<file path="src/rtl/gpu_wb_pkg.sv">
`default_nettype none
// ============================================================================
// Module      : gpu_wb_pkg
// Description : Shared types for the register-file writeback arbiter.
// Revision    : 1.0 - initial release
// ============================================================================
package gpu_wb_pkg;

    localparam int ADDR_WIDTH = 2;
    localparam int DATA_WIDTH = 8;

    typedef enum logic {
        WB_SRC_ALU = 1'b0,
        WB_SRC_LSU = 1'b1
    } wb_src_e;

    typedef struct packed {
        logic [ADDR_WIDTH-1:0] addr;
        logic [DATA_WIDTH-1:0] data;
    } wb_req_t;

endpackage
`default_nettype wire

</file>
<file path="src/rtl/wb_scoreboard.sv">
`default_nettype none
// ============================================================================
// Module      : wb_scoreboard
// Description : Per-register load-pending bits with a sticky double-issue flag.
// Revision    : 1.0 - initial release
// ============================================================================
module wb_scoreboard #(
    parameter int NUM_REGISTERS = 4,
    parameter int ADDR_WIDTH    = 2
) (
    input  logic                     clk,
    input  logic                     reset_n,
    input  logic                     set_en,
    input  logic [ADDR_WIDTH-1:0]    set_addr,
    input  logic                     clr_en,
    input  logic [ADDR_WIDTH-1:0]    clr_addr,
    output logic [NUM_REGISTERS-1:0] busy_mask,
    output logic                     sb_err
);
    import gpu_wb_pkg::*;

    logic [NUM_REGISTERS-1:0] r_busy;
    logic [NUM_REGISTERS-1:0] w_set;
    logic [NUM_REGISTERS-1:0] w_clr;
    logic                     r_err;
    logic                     w_conflict;

    always_comb begin
        w_set = '0;
        w_clr = '0;
        if (set_en) w_set[set_addr] = 1'b1;
        if (clr_en) w_clr[clr_addr] = 1'b1;
    end

    // A register being retired this cycle may be re-issued without error.
    assign w_conflict = set_en && r_busy[set_addr] && !w_clr[set_addr];

    always_ff @(posedge clk or negedge reset_n) begin
        if (!reset_n) begin
            r_busy <= '0;
            r_err  <= 1'b0;
        end else begin
            r_busy <= (r_busy & ~w_clr) | w_set;
            if (w_conflict) r_err <= 1'b1;
        end
    end

    assign busy_mask = r_busy;
    assign sb_err    = r_err;

endmodule
`default_nettype wire

</file>
<file path="src/rtl/regfile_wb_arbiter.sv">
`default_nettype none
// ============================================================================
// Module      : regfile_wb_arbiter
// Description : Round-robin ALU/LSU arbiter for the register-file write port
//               with a registered write strobe. Define GPU_WB_SCOREBOARD_EN
//               to enable load-pending tracking (busy_mask / sb_err).
// Revision    : 1.0 - initial release
// ============================================================================
module regfile_wb_arbiter #(
    parameter int                       DATA_WIDTH    = 8,
    parameter int                       NUM_REGISTERS = 4,
    parameter int                       ADDR_WIDTH    = 2,
    parameter logic [NUM_REGISTERS-1:0] RO_MASK       = '0
) (
    input  logic                     clk,
    input  logic                     reset_n,
    input  logic                     alu_valid,
    output logic                     alu_ready,
    input  logic [ADDR_WIDTH-1:0]    alu_addr,
    input  logic [DATA_WIDTH-1:0]    alu_data,
    input  logic                     lsu_valid,
    output logic                     lsu_ready,
    input  logic [ADDR_WIDTH-1:0]    lsu_addr,
    input  logic [DATA_WIDTH-1:0]    lsu_data,
    input  logic                     ld_issue,
    input  logic [ADDR_WIDTH-1:0]    ld_issue_dst,
    output logic [NUM_REGISTERS-1:0] busy_mask,
    output logic                     sb_err,
    output logic                     rf_write_en,
    output logic [ADDR_WIDTH-1:0]    rf_write_addr,
    output logic [DATA_WIDTH-1:0]    rf_write_data,
    output logic                     last_grant
);
    import gpu_wb_pkg::*;

    localparam logic [NUM_REGISTERS-1:0] C_RO_MASK = RO_MASK;

    wb_src_e                r_last_grant;
    logic                   r_we;
    logic [ADDR_WIDTH-1:0]  r_addr;
    logic [DATA_WIDTH-1:0]  r_data;

    logic                   w_alu_grant;
    logic                   w_lsu_grant;
    logic                   w_xfer;
    wb_src_e                w_src;
    logic [ADDR_WIDTH-1:0]  w_addr;
    logic [DATA_WIDTH-1:0]  w_data;

    // Grants double as readies, so they are suppressed while reset is held.
    always_comb begin
        w_alu_grant = 1'b0;
        w_lsu_grant = 1'b0;
        if (reset_n) begin
            if (alu_valid && lsu_valid) begin
                w_alu_grant = (r_last_grant == WB_SRC_LSU);
                w_lsu_grant = (r_last_grant == WB_SRC_ALU);
            end else begin
                w_alu_grant = alu_valid;
                w_lsu_grant = lsu_valid;
            end
        end
    end

    assign alu_ready = w_alu_grant;
    assign lsu_ready = w_lsu_grant;
    assign w_xfer    = w_alu_grant | w_lsu_grant;
    assign w_src     = w_lsu_grant ? WB_SRC_LSU : WB_SRC_ALU;
    assign w_addr    = w_lsu_grant ? lsu_addr : alu_addr;
    assign w_data    = w_lsu_grant ? lsu_data : alu_data;

    always_ff @(posedge clk or negedge reset_n) begin
        if (!reset_n) begin
            r_we         <= 1'b0;
            r_addr       <= '0;
            r_data       <= '0;
            r_last_grant <= WB_SRC_LSU;
        end else if (w_xfer) begin
            // Read-only targets still complete the handshake; only the strobe is dropped.
            r_we         <= !C_RO_MASK[w_addr];
            r_addr       <= w_addr;
            r_data       <= w_data;
            r_last_grant <= w_src;
        end else begin
            r_we         <= 1'b0;
        end
    end

    assign rf_write_en   = r_we;
    assign rf_write_addr = r_addr;
    assign rf_write_data = r_data;
    assign last_grant    = r_last_grant;

`ifdef GPU_WB_SCOREBOARD_EN
    wb_scoreboard #(
        .NUM_REGISTERS (NUM_REGISTERS),
        .ADDR_WIDTH    (ADDR_WIDTH)
    ) u_scoreboard (
        .clk       (clk),
        .reset_n   (reset_n),
        .set_en    (ld_issue),
        .set_addr  (ld_issue_dst),
        .clr_en    (w_lsu_grant),
        .clr_addr  (lsu_addr),
        .busy_mask (busy_mask),
        .sb_err    (sb_err)
    );
`else
    logic w_unused_ld;
    assign w_unused_ld = ^{ld_issue, ld_issue_dst};
    assign busy_mask   = '0;
    assign sb_err      = 1'b0;
`endif

endmodule
`default_nettype wire
</file>
<file path="config.mk">
export PLATFORM = sky130hd
export DESIGN_NAME = regfile_wb_arbiter
export DESIGN_NICKNAME = d
export VERILOG_FILES = /design/src/rtl/gpu_wb_pkg.sv /design/src/rtl/wb_scoreboard.sv /design/src/rtl/regfile_wb_arbiter.sv
export SDC_FILE = /design/constraint.sdc
export NUM_CORES = 1
export LEC_CHECK = 0
export CELL_PAD_IN_SITES_DETAIL_PLACEMENT = 1
export CELL_PAD_IN_SITES_GLOBAL_PLACEMENT = 1
export CORE_MARGIN = 2
export CORE_UTILIZATION = 25
export CTS_CLUSTER_DIAMETER = 100
export DETAILED_ROUTE_END_ITERATION = 6
export PLACE_DENSITY = 0.8
export SLEW_MARGIN = 20
export SYNTH_ARGS = -nofsm -noshare
export SYNTH_HDL_FRONTEND = slang
export SYNTH_SLANG_ARGS = --single-unit
export TNS_END_PERCENT = 20
</file>
<file path="constraint.sdc">
create_clock -name clk -period 3.1 [get_ports clk]
set_clock_uncertainty 0.15 [all_clocks]
set_input_delay 0.93 -clock clk [delete_from_list [all_inputs] [get_ports clk]]
set_output_delay 0.93 -clock clk [all_outputs]
set_load 0.02 [all_outputs]
</file>
Word level (Yosys, flattened, before mapping)
Cells that the tools add are included.
{"block": "totals", "wordCells": 19, "in_bits": 27, "regBits": 12}
{"block": "op_classes", "n_reduce_logical": 2, "n_lt_le_gt_ge": 1, "n_mux": 10, "n_bitwise": 2}
{"op": "$mux W8", "n": 1}
{"op": "$mux W1", "n": 7}
{"op": "$lt A2 B3 Y1 const B", "n": 1}
{"op": "$bmux W1 S2", "n": 1}
{"op": "$mux W2", "n": 1}
{"op": "$logic_and A1 B1 Y1", "n": 1}
{"op": "$logic_not A1 Y1", "n": 1}
{"op": "$not A1 Y1", "n": 1}
{"op": "$or A1 B1 Y1", "n": 1}

Depth between registers and ports, before layout
{"block": "logic_depth", "word_depth": 8, "ltp_mapped": 4, "depth_no_buf": 3}

Worst setup path after synthesis
No wires, ideal clock.
{"block": "synth_path", "path_kind": "input-to-output", "startpoint": "input alu_valid", "endpoint": "output lsu_ready", "path_slack_ns": 0.495, "required_time_ns": 2.020, "arrival_ns": 1.525, "n_path_buf": 1, "stages": 3, "cell_sequence": "and2_4 -> buf_2 -> nor2_1"}
{"block": "synth_via", "elab_chain_cells": 3}
{"item": "from (decl)", "line": "regfile_wb_arbiter.sv:17", "rtl": "input logic alu_valid,"}
{"item": "$logic_and A1 B1 Y1", "line": "regfile_wb_arbiter.sv:55", "rtl": "if (alu_valid && lsu_valid) begin"}
{"item": "$mux W1", "line": "regfile_wb_arbiter.sv:55"}
{"item": "$mux W1", "line": "regfile_wb_arbiter.sv:54", "rtl": "if (reset_n) begin"}
{"item": "to (decl)", "line": "regfile_wb_arbiter.sv:22", "rtl": "output logic lsu_ready,"}
Every way passes these cells.

Final worst setup path
{"block": "layout_path", "startpoint": "input reset_n", "endpoint": "output alu_ready"}
{"block": "layout_via", "elab_chain_cells": 1}
{"item": "from (decl)", "line": "regfile_wb_arbiter.sv:16", "rtl": "input logic reset_n,"}
{"item": "$mux W1", "line": "regfile_wb_arbiter.sv:54"}
{"item": "to (decl)", "line": "regfile_wb_arbiter.sv:18", "rtl": "output logic alu_ready,"}
Every way passes these cells.

==> flow_summary.ini <==
[outcome]
status = finished clean

[grt]
antenna_found_initial = 0
grt_use_total = 0.129
grt_pass1_vias = 712
grt_pass1_wl_mm = 3.15
gr-total-overflow = 0
grt_max_degree = 23

[final_layout]
most-common-layout-cells = 35 x clkdlybuf4s50_1, 11 x nor2_1, 11 x dfrtp_1
syn2layout_area_growth_pct = 63.2
antennaDiodeCount = 0
nFillCells = 292
drive_above_1_share = 0.116
fin_nets = 140
final_common_cell = clkdlybuf4s50_1
fin_area_sq_mm = 0.00107
final_cells = 142
final_util = 0.432

[synth]
postSynthAreaPerCell_sq_um = 9.11
synth_simple_gate_area_frac = 0.221
synth_area_leaders = dfrtp_1 42%, or3b_1 13%, a31oi_1 9.5%, nor2_1 6.3%, buf_4 5.7%
synthXorXnorAreaFrac = 0
synth_compound_area_frac = 0.200
ys_warn_count = 0
synth_top_family_by_area = simple AND/OR/NAND/NOR gates
synth_top_area_frac = 0.420
synth_adder_area_share = 0
synthCells = 72
synth.mux.area_fraction = 0
ys_types = 18
yosys.area.top_type = dfrtp_1
syn_area_sq_um = 656
yosysSeqAreaShare = 0.460
ys_seq_elements = 12

[drt]
routed_via_density = 4.58
firstDrtPassIters = 4
wire_per_inst_um = 12.7
vias = 650
drc = 0
drt-total-wl_mm = 1.81
antenna_left = 0
drtIter0Drc = 3

[floorplan]
coreArea_sq_mm = 0.00248
start_util = 0.265
die-width_um = 55.2
io_pins = 46
die-area_sq_mm = 0.00305
num_rows = 18
dieHeight_um = 55.2

[sta]
rsz0062_at_grt = no
finalHoldViolCount = 0
fin_crit_ps = 2970
finalSetupViolCount = 0
final-max-slew-violation-count = 0
clock.fmax_ghz = 0.337
setup_slack_ps = 133
fin_crit_sh = 0.957

[worst_setup_path]
crit_path_top_delay_cell = clkdlybuf4s50_1
crit_required_ps = 2020
path_max_fanout = 4
crit_path_end_kind = output port
path_cells = clkdlybuf4s50_1 -> nand2_1 -> a21oi_1 -> clkbuf_2
worstSetupPathType = input pin to output port
critPathLaunchType = input pin
max_stage_delay_ps = 530
cp.arrival_ps = 1890

[placement]
placed_area_sq_mm = 0.00105
portBuffers = 37
place_hpwl_mm = 1.38
dp.cells = 138
pre_cts_ws_ps = -296
place_congestion = 0.794

[pwr]
max-vdd-ir-drop_v = 0.000167
p_leak_nw = 0.430
powerDensity_mw_per_mm2 = 433

[cts]
clk_latency_ps = 270
cts_buffer_depth = 2
root_buffer = clkbuf_4
cts_tree = built
clk_pin_slew_ps = 80
htreeDepth = 1
hold_buffers = 0
cts_sinks = 12
postCtsSetupRepairBufs = 0
post_cts_resized = 4
numCtsBuffers = 3

[worst_hold_path]
hold_path_class = flop to flop

[flow_run]
cap_violations = 0
critical path: cells and delay by family:
| kind | cells | cell delay [ps] |
|---|---|---|
| buffers and inverters | 2 | 730 |
| AND/OR/NAND/NOR | 1 | 70 |
| AO/OA/AOI/OAI | 1 | 160 |
cell type report:
type	instances	area [sq um]	area share
clock buffer	4	26.3	0.0246
inverter	1	3.75	0.00351
multi-input combinational	52	295	0.276
sequential	12	302	0.282
tap	30	37.5	0.0351
timing repair buffer	43	405	0.379
cell families (layout without fill, tap and decap cells):
| kind of cell | after synthesis | after routing |
|---|---|---|
| simple gates | 24 | 24 |
| flops | 12 | 12 |
| compound gates | 23 | 23 |
| buf+inv | 12 | 48 |
| other cells | 1 | 5 |
per-layer routing:
layer,up-vias,track usage,wire length [um]
met3,0,0.0468,151
li1,327,-,-
met1,292,0.139,774
met5,-,0,0
met2,31,0.238,878
met4,0,0.0314,0
report_power, final:
part	switching, W	internal (W)	leakage (nW)
clock	0.0000572	0.0000499	0.0150
sequential	0.0000109	0.000179	0.135
combinational	0.0000807	0.0000859	0.281
registers in the layout, summed over array words and instances (netlist names):
register / count
last_grant: 1
rf_write_data: 8
rf_write_en: 1
rf_write_addr: 2
Yosys cell counts:
cell type and count:
a31oi_1 10, and2_4 1, o22ai_1 1, or3b_1 10, nor2_1 11, buf_4 5
nand2_1 2, a21oi_1 1, o21ai_0 3, buf_2 2, conb_1 1, buf_6 1
clkbuf_1 3, o21a_1 1, o21ai_1 7, dfrtp_1 11, inv_1 1, dfstp_2 1
through the flow:
| stage | setup TNS (ps) | total power (W) | hold WS (ps) |
|---|---|---|---|
| 5_1_grt | 0 | 0.000490 | 403 |
| 4_1_cts | 0 | 0.000466 | 378 |
| 3_3_place_gp | -518 | 0.000357 | 343 |
| 3_5_place_dp | -566 | 0.000363 | 362 |
| 6_report | 0 | 0.000463 | 374 |
| 2_1_floorplan | 0 | 0.000276 | 374 |
path summary, 6_finish.rpt:
path                            start  slack, ps  cells past startpoint               end
min                        last_grant        370                      2        last_grant
min reg2reg                last_grant        370                      2        last_grant
max reg2reg                last_grant       1580                      4  rf_write_data[0]
max                           reset_n        130                      4         alu_ready
min in group asynchronous     reset_n        870                      2  rf_write_data[6]
max in group asynchronous     reset_n       1750                      2        last_grant
Note: power is estimated with default switching activity, not from simulation.
